===== src/rtl/rr_pkg.sv =====
// Purpose: shared types and encodings for the multi-channel RR interval classifier.
// Latency: n/a (definitions only).
// Backpressure: n/a; no flow control in this block.
// Contents: rhythm type codes, per-channel FSM state enum, readout select codes.
package rr_pkg;

    typedef enum logic [1:0] {
        ST_IDLE  = 2'd0,
        ST_ARMED = 2'd1,
        ST_ASYS  = 2'd2
    } rr_state_e;

    localparam logic [1:0] TYPE_TACHY  = 2'b00;
    localparam logic [1:0] TYPE_NORMAL = 2'b01;
    localparam logic [1:0] TYPE_BRADY  = 2'b10;
    localparam logic [1:0] TYPE_ASYS   = 2'b11;

    // Readout selects. Values 0..6 double as indices into the counter array.
    localparam logic [2:0] SEL_TOTAL  = 3'd0;
    localparam logic [2:0] SEL_TACHY  = 3'd1;
    localparam logic [2:0] SEL_NORMAL = 3'd2;
    localparam logic [2:0] SEL_BRADY  = 3'd3;
    localparam logic [2:0] SEL_ASYS   = 3'd4;
    localparam logic [2:0] SEL_IRREG  = 3'd5;
    localparam logic [2:0] SEL_REJECT = 3'd6;
    localparam logic [2:0] SEL_LAST   = 3'd7;

    localparam int N_CNT = 7;

endpackage


===== src/rtl/rr_channel.sv =====
// Purpose: one channel of RR interval measurement, classification and event counting.
// Latency: a beat or asystole-reaching tick in cycle t updates outputs/counters in t+1.
// Backpressure: none; every beat and tick is consumed in the cycle it arrives.
// Ports: clk/rst_n (sync, active-low); tick_i 1 ms strobe; beat_i beat strobe;
//        cfg_*_i thresholds; clr_i counter clear; evt_valid_o/type_code_o/irreg_flag_o
//        classification result; cnt_o seven event counters; last_interval_o last accepted interval.
module rr_channel
    import rr_pkg::*;
#(
    parameter int COUNT_W    = 16,
    parameter int MS_W       = 16,
    parameter int REFRACT_MS = 200
) (
    input  logic                              clk,
    input  logic                              rst_n,
    input  logic                              tick_i,
    input  logic                              beat_i,
    input  logic [MS_W-1:0]                   cfg_tachy_ms_i,
    input  logic [MS_W-1:0]                   cfg_brady_ms_i,
    input  logic [MS_W-1:0]                   cfg_irreg_ms_i,
    input  logic [MS_W-1:0]                   cfg_asys_ms_i,
    input  logic                              clr_i,
    output logic                              evt_valid_o,
    output logic [1:0]                        type_code_o,
    output logic                              irreg_flag_o,
    output logic [N_CNT-1:0][COUNT_W-1:0]     cnt_o,
    output logic [MS_W-1:0]                   last_interval_o
);

    localparam logic [MS_W-1:0] REFRACT = MS_W'(REFRACT_MS);

    rr_state_e                       state_q, state_d;
    logic [MS_W-1:0]                 ms_cnt_q, ms_cnt_d;
    logic [MS_W-1:0]                 prev_q, prev_d;
    logic                            prev_vld_q, prev_vld_d;
    logic [MS_W-1:0]                 last_q, last_d;
    logic [1:0]                      type_q, type_d;
    logic                            irreg_q, irreg_d;
    logic                            evt_q, evt_d;
    logic [N_CNT-1:0][COUNT_W-1:0]   cnt_q;
    logic [N_CNT-1:0]                inc;

    logic [MS_W-1:0]                 ms_inc;
    logic [MS_W-1:0]                 diff;

    always_comb begin
        ms_inc = (ms_cnt_q == '1) ? ms_cnt_q : ms_cnt_q + 1'b1;
        diff   = (ms_cnt_q >= prev_q) ? (ms_cnt_q - prev_q) : (prev_q - ms_cnt_q);

        state_d    = state_q;
        ms_cnt_d   = ms_cnt_q;
        prev_d     = prev_q;
        prev_vld_d = prev_vld_q;
        last_d     = last_q;
        type_d     = type_q;
        irreg_d    = irreg_q;
        evt_d      = 1'b0;
        inc        = '0;

        unique case (state_q)
            ST_IDLE: begin
                // Ticks are ignored until the first beat gives a reference point.
                if (beat_i) begin
                    state_d         = ST_ARMED;
                    ms_cnt_d        = '0;
                    prev_vld_d      = 1'b0;
                    inc[SEL_TOTAL]  = 1'b1;
                end
            end
            ST_ARMED: begin
                if (beat_i && (ms_cnt_q < REFRACT)) begin
                    // Refractory reject: the interval keeps running as if no beat came.
                    inc[SEL_REJECT] = 1'b1;
                    if (tick_i) ms_cnt_d = ms_inc;
                end else if (beat_i) begin
                    // Accepted beat wins over a coincident tick; the pre-tick count is used.
                    last_d         = ms_cnt_q;
                    inc[SEL_TOTAL] = 1'b1;
                    if (ms_cnt_q < cfg_tachy_ms_i) begin
                        type_d         = TYPE_TACHY;
                        inc[SEL_TACHY] = 1'b1;
                    end else if (ms_cnt_q <= cfg_brady_ms_i) begin
                        type_d          = TYPE_NORMAL;
                        inc[SEL_NORMAL] = 1'b1;
                    end else begin
                        type_d         = TYPE_BRADY;
                        inc[SEL_BRADY] = 1'b1;
                    end
                    irreg_d        = prev_vld_q && (diff > cfg_irreg_ms_i);
                    inc[SEL_IRREG] = prev_vld_q && (diff > cfg_irreg_ms_i);
                    prev_d         = ms_cnt_q;
                    prev_vld_d     = 1'b1;
                    ms_cnt_d       = '0;
                    evt_d          = 1'b1;
                end else if (tick_i) begin
                    ms_cnt_d = ms_inc;
                    if (ms_inc == cfg_asys_ms_i) begin
                        state_d       = ST_ASYS;
                        type_d        = TYPE_ASYS;
                        evt_d         = 1'b1;
                        inc[SEL_ASYS] = 1'b1;
                    end
                end
            end
            ST_ASYS: begin
                // Re-arm without classifying: the gap is not a meaningful RR interval.
                if (beat_i) begin
                    state_d        = ST_ARMED;
                    ms_cnt_d       = '0;
                    prev_vld_d     = 1'b0;
                    inc[SEL_TOTAL] = 1'b1;
                end else if (tick_i) begin
                    ms_cnt_d = ms_inc;
                end
            end
            default: state_d = ST_IDLE;
        endcase
    end

    always_ff @(posedge clk) begin
        if (!rst_n) begin
            state_q    <= ST_IDLE;
            ms_cnt_q   <= '0;
            prev_q     <= '0;
            prev_vld_q <= 1'b0;
            last_q     <= '0;
            type_q     <= TYPE_NORMAL;
            irreg_q    <= 1'b0;
            evt_q      <= 1'b0;
            cnt_q      <= '0;
        end else begin
            state_q    <= state_d;
            ms_cnt_q   <= ms_cnt_d;
            prev_q     <= prev_d;
            prev_vld_q <= prev_vld_d;
            type_q     <= type_d;
            irreg_q    <= irreg_d;
            evt_q      <= evt_d;
            last_q     <= clr_i ? '0 : last_d;
            for (int i = 0; i < N_CNT; i++) begin
                if (clr_i) begin
                    cnt_q[i] <= '0;
                end else if (inc[i] && (cnt_q[i] != '1)) begin
                    cnt_q[i] <= cnt_q[i] + 1'b1;
                end
            end
        end
    end

    assign evt_valid_o     = evt_q;
    assign type_code_o     = type_q;
    assign irreg_flag_o    = irreg_q;
    assign cnt_o           = cnt_q;
    assign last_interval_o = last_q;

endmodule


===== src/rtl/rr_interval_multi_classifier.sv =====
// Purpose: CH independent RR interval classifiers plus a registered counter readout mux.
// Latency: classification 1 cycle after the beat; readout valid 1 cycle after rd_ch/rd_sel.
// Backpressure: none; all channels accept beats every cycle, readout is free-running.
// Ports: clk/rst_n (sync, active-low); tick_1ms shared strobe; beat_pulse per channel;
//        cfg_* thresholds; clr clears all counters; evt_valid/type_code/irreg_flag per channel;
//        rd_ch/rd_sel select a counter or last interval, returned on rd_data.
module rr_interval_multi_classifier
    import rr_pkg::*;
#(
    parameter int  CH         = 2,
    parameter int  COUNT_W    = 16,
    parameter int  MS_W       = 16,
    parameter int  REFRACT_MS = 200,
    localparam int CH_W       = (CH > 1) ? $clog2(CH) : 1,
    localparam int RD_W       = (COUNT_W > MS_W) ? COUNT_W : MS_W
) (
    input  logic              clk,
    input  logic              rst_n,
    input  logic              tick_1ms,
    input  logic [CH-1:0]     beat_pulse,
    input  logic [MS_W-1:0]   cfg_tachy_ms,
    input  logic [MS_W-1:0]   cfg_brady_ms,
    input  logic [MS_W-1:0]   cfg_irreg_ms,
    input  logic [MS_W-1:0]   cfg_asys_ms,
    input  logic              clr,
    output logic [CH-1:0]     evt_valid,
    output logic [2*CH-1:0]   type_code,
    output logic [CH-1:0]     irreg_flag,
    input  logic [CH_W-1:0]   rd_ch,
    input  logic [2:0]        rd_sel,
    output logic [RD_W-1:0]   rd_data
);

    logic [CH-1:0][N_CNT-1:0][COUNT_W-1:0] cnt_w;
    logic [CH-1:0][MS_W-1:0]               last_w;
    logic [RD_W-1:0]                       rd_data_q, rd_data_d;

    for (genvar g = 0; g < CH; g++) begin : g_ch
        rr_channel #(
            .COUNT_W    (COUNT_W),
            .MS_W       (MS_W),
            .REFRACT_MS (REFRACT_MS)
        ) u_ch (
            .clk             (clk),
            .rst_n           (rst_n),
            .tick_i          (tick_1ms),
            .beat_i          (beat_pulse[g]),
            .cfg_tachy_ms_i  (cfg_tachy_ms),
            .cfg_brady_ms_i  (cfg_brady_ms),
            .cfg_irreg_ms_i  (cfg_irreg_ms),
            .cfg_asys_ms_i   (cfg_asys_ms),
            .clr_i           (clr),
            .evt_valid_o     (evt_valid[g]),
            .type_code_o     (type_code[2*g +: 2]),
            .irreg_flag_o    (irreg_flag[g]),
            .cnt_o           (cnt_w[g]),
            .last_interval_o (last_w[g])
        );
    end

    // Unpopulated channel indices (CH not a power of two) read back as zero.
    always_comb begin
        rd_data_d = '0;
        for (int c = 0; c < CH; c++) begin
            if (rd_ch == CH_W'(c)) begin
                if (rd_sel == SEL_LAST) begin
                    rd_data_d = RD_W'(last_w[c]);
                end else begin
                    rd_data_d = RD_W'(cnt_w[c][rd_sel]);
                end
            end
        end
    end

    always_ff @(posedge clk) begin
        if (!rst_n) begin
            rd_data_q <= '0;
        end else begin
            rd_data_q <= rd_data_d;
        end
    end

    assign rd_data = rd_data_q;

endmodule


===== config.mk =====
export PLATFORM = sky130hd
export DESIGN_NAME = rr_interval_multi_classifier
export DESIGN_NICKNAME = d
export VERILOG_FILES = /design/src/rtl/rr_pkg.sv /design/src/rtl/rr_channel.sv /design/src/rtl/rr_interval_multi_classifier.sv
export SDC_FILE = /design/constraint.sdc
export NUM_CORES = 1
export LEC_CHECK = 0
export ABC_CLOCK_PERIOD_IN_PS = 7400
export CELL_PAD_IN_SITES_DETAIL_PLACEMENT = 0
export CELL_PAD_IN_SITES_GLOBAL_PLACEMENT = 1
export CORE_MARGIN = 5
export CORE_UTILIZATION = 47
export DETAILED_ROUTE_END_ITERATION = 10
export HOLD_SLACK_MARGIN = 0.1
export PLACE_DENSITY = 0.78
export SLEW_MARGIN = 20
export SYNTH_ARGS = -nofsm -noshare
export SYNTH_HDL_FRONTEND = slang
export SYNTH_HIERARCHICAL = 1
export SYNTH_SLANG_ARGS = --single-unit

===== constraint.sdc =====
create_clock -name clk -period 7.4 [get_ports clk]
set_input_delay 1.85 -clock clk [delete_from_list [all_inputs] [get_ports clk]]
set_output_delay 1.85 -clock clk [all_outputs]
set_load 0.01 [all_outputs]

==> results.md <==
* Leakage at 0.0108 uW
* Worst EP required at 7.87 ns
* Pins Over Slew Limit at 0
* Skew-Pair Late Insertion Delay at 0.56 ns
* Cell Pwr Density at 157 nW/um2
* Die area at 57300 um2
* Critical path endpoint category: register
* Post-synth top area share at 28.3%
* Seq pwr share at 44.4%
* Post-Route Skew at 0.0156 ns
* Gates resized, CTS repair at 0
* 1st-iter DRT viols at 1901
* Worst Tran Pin Value at 1.06 ns
* Global-route usage over all layers at 27.3%
* Worst-path maximum fanout at 19
* Synth Area in Adders at 9.43%
* Core region area at 52300 um2
* DIE WIDTH at 239 um
* Multi-input logic area at 16100 um2
* Mux cell area share after synthesis at 8.06%
* Fill cell count at 4973
* Final Hold Vio Count at 0
* Total area of sequential cells at 7010 um2
* Hold Buf Count CTS at 0
* Clk pwr share at 47.5%
* Ant diodes at 0
* Compound-Gate Fraction of Synth Area at 17.5%
* Root Driver: clkbuf_16
* Area of placed instances at 25900 um2
* GRT overflow at 0
* Number of H-tree levels at 2
* Routed Antenna Nets at 0
* IO Count at 98
* Initial antenna violation count at 0
* Drt pass-1 iters at 6
* # setup viols final at 0
* Outcome: completed
* Final wirelength at 81100 um
* Die height at 239 um
* Number of global-route vias before repair at 21400
* Post-Synthesis Cells at 3080
* Worst-case clock buffer depth at 3
* Asr flop ratio synth at 0%
* Clk sink count at 350
* Number of post-CTS setup repair buffers at 0
* Comb pwr share at 8.2%
* Rel. slew slack at 28.7%
* Xor/xnor share of the synthesized area at 6.29%
* Achievable clock frequency at 156 MHz
* Via density at 5.95
* Num rows at 84
* #FFs+latches synth at 350
* Vias at 22600
* Number of flops mapped to enable cells by yosys at 0
* Global-route wire length before repair at 124000 um
* Synthesized area per cell at 8.03 um2
* Final period demand of the worst path at 6.42 ns
* Largest net degree at the start of global routing at 79
* YS warnings at 6
* Layout cell share with drive strength beyond 1 at 5.37%
* Crit share post-route at 86.7%
* Switching share of total power at 24.5%
* Hold Path Class: register to register
* Max IR drop VDD at 192 uV
* Leading area contributor after synthesis: dfxtp_1
* Psw at 1050 uW
* Num CTS Buffers at 40
* DP Wirelength at 61600 um
* GPL Wtd Cong at 0.967
* Reg clk slew, reported paths at 0.07 ns
* Syn_nets at 3338
* Final instance area at 27300 um2
* WP data arrival at 6.89 ns
* Main synth FF type: dfxtp_1
* Synth unique cells at 96
* Port bufs at 97
* Top post-synthesis cells by area: dfxtp_1 28%, ha_1 9.1%, mux2i_1 6.4%, nand2_1 4.4%, nor2_1 4.1%
* Drt wl/cell at 21.4 um
* Post-synthesis sequential area ratio at 28.3%
* Main combinational cell family by area after synthesis: simple AND/OR/NAND/NOR gates
* Critical path type: register to register
* TritonCTS clock tree: built
* Setup TNS at 0 ns
* Crit start category: register
* Fin nets at 3336
* DRC viols at 0
* Max_cap viols at 0
* RSZ-0062 raised after global routing: no
* Initial Util at 47.2%
* Int Pwr at 3230 uW
* Post-Synthesis Cell Area at 24700 um2
* P&R area growth vs syn at 10.3%
* Synth Area in Simple Gates at 23.7%
==> final cells by class <==
class,count,share of cell area [%]
clock inverter,10,0.395
multi-input combinational,2354,59.1
tap,688,3.16
inverter,207,2.85
sequential,350,25.7
clock buffer,61,4.48
timing repair buffer,125,4.32
==> worst paths after layout <==
| kind | from | endpoint | slack (ns) | cells after the start |
|---|---|---|---|---|
| min | g_ch[1].u_ch/last_interval_o[0]$_SDFFE_PP0P_ | g_ch[1].u_ch/last_interval_o[0]$_SDFFE_PP0P_ | 0.46 | 2 |
| min reg2reg | g_ch[1].u_ch/last_interval_o[0]$_SDFFE_PP0P_ | g_ch[1].u_ch/last_interval_o[0]$_SDFFE_PP0P_ | 0.46 | 2 |
| max reg2reg | g_ch[0].u_ch/ms_cnt_q[3]$_SDFFE_PN0P_ | g_ch[0].u_ch/cnt_o[93]$_SDFFE_PP0P_ | 0.98 | 19 |
| max | g_ch[0].u_ch/ms_cnt_q[3]$_SDFFE_PN0P_ | g_ch[0].u_ch/cnt_o[93]$_SDFFE_PP0P_ | 0.98 | 19 |
==> critical path: stages (launching register included) <==
cell and delay, ns:
dfxtp_1 0.77, inv_1 0.18, ha_1 0.45, and2_1 0.21, nand3_1 0.13, o31a_1 0.29
o21ai_0 0.11, a41o_1 0.54, buf_4 0.32, mux2_2 0.40, o31ai_1 0.28, xor2_1 0.10
ha_1 0.31, nand4_1 0.11, or2_2 0.32, a21oi_1 0.19, o2111a_1 0.62, nand2_1 0.31
or4_1 0.48, a21oi_1 0.19
==> power groups by stage <==
stage          Combinational, uW  Sequential, uW  Clock, uW
2_1_floorplan                205            1940          0
3_3_place_gp                 338            1940          0
4_1_cts                      345            1900       2080
6_report                     349            1900       2030
5_1_grt                      377            1900       2140
3_5_place_dp                 344            1940          0
==> stage by stage <==
stage / total power (uW) / util, % / worst slack (ns) / cells / hold slack, ns
after floorplan: 2150 / - / 2.22 / 3080 / 0.432
after global placement: 2280 / 49.5 / 1.24 / 3724 / 0.446
after CTS: 4320 / 52.1 / 0.995 / 3795 / 0.463
final: 4280 / 52.1 / 0.983 / 3795 / 0.465
after detailed placement: 2290 / 49.5 / 1.00 / 3724 / 0.457
after global routing: 4420 / 52.1 / 0.489 / 3795 / 0.485
==> cell usage in the layout, fill, tap and decap left out, drive strengths merged, types with 27 or more instances in the layout <==
| master | synthesis | final |
|---|---|---|
| xor2 | 83 | 83 |
| xnor2 | 92 | 92 |
| a21oi | 193 | 193 |
| nor2 | 268 | 268 |
| a21boi | 47 | 47 |
| nand3 | 140 | 140 |
| or3 | 29 | 29 |
| ha | 180 | 180 |
| nor3 | 53 | 53 |
| nand4 | 93 | 93 |
| a21o | 60 | 60 |
| a22oi | 51 | 51 |
| o21ai | 136 | 136 |
| buf | 58 | 30 |
| nand2b | 62 | 62 |
| nor2b | 27 | 27 |
| dfxtp | 350 | 350 |
| clkdlybuf4s50 | 0 | 95 |
| nor4 | 47 | 47 |
| and3 | 50 | 50 |
| mux2i | 157 | 157 |
| inv | 206 | 206 |
| nand2 | 289 | 289 |
| clkbuf | 111 | 61 |
==> flip-flops by register name, indices dropped and copies added (netlist names) <==
signal and count:
g_ch.u_ch/prev_q 32, g_ch.u_ch/ms_cnt_q 32, g_ch.u_ch/state_q 4, g_ch.u_ch/cnt_o 224, rd_data 16, g_ch.u_ch/type_code_o 4
g_ch.u_ch/prev_vld_q 2, g_ch.u_ch/irreg_flag_o 2, g_ch.u_ch/evt_valid_o 2, g_ch.u_ch/last_interval_o 32
==> kinds of logic after synthesis <==
group                      after synthesis
adders and majority gates              184
muxes                                  178
and+or+nand+nor                       1148
buffers and inverters                  376
DFF                                    350
AOI/OAI and AO/OA                      668
xor gates and xnor gates               176
==> Yosys cell counts, types with 6 or more instances <==
cell / count
xor2_1: 83
nand2b_1: 62
nand4_1: 86
mux4_2: 15
a21oi_1: 193
inv_1: 206
o21a_1: 15
xnor2_1: 92
o211ai_1: 17
nand2_1: 288
or4_1: 15
or3_1: 28
o21ai_0: 111
ha_1: 180
nor3_1: 51
a21boi_0: 46
o21ai_1: 25
a211oi_1: 14
o21bai_1: 21
a31oi_1: 15
a21o_1: 60
nor2_1: 267
or2_2: 9
nor2b_1: 27
nor3b_1: 6
o41ai_1: 6
and2_1: 17
dfxtp_1: 350
buf_2: 24
mux2i_1: 157
clkbuf_1: 111
buf_12: 6
buf_4: 18
nor4_1: 40
and4_1: 21
nand3b_1: 6
nand3_1: 139
a22oi_1: 51
and3_1: 50
buf_6: 6
o31ai_1: 24
==> metal layers <==
metal	share of wire (%)	wire [um]	up-vias	track usage [%]
li1	-	-	10900	-
met1	44	35700	10800	36.8
met2	47	38000	686	45.2
met3	6.0	4830	134	4.54
met4	3.1	2550	0	7.90
met5	0	0	-	0
(Power assumes the default switching activity.)
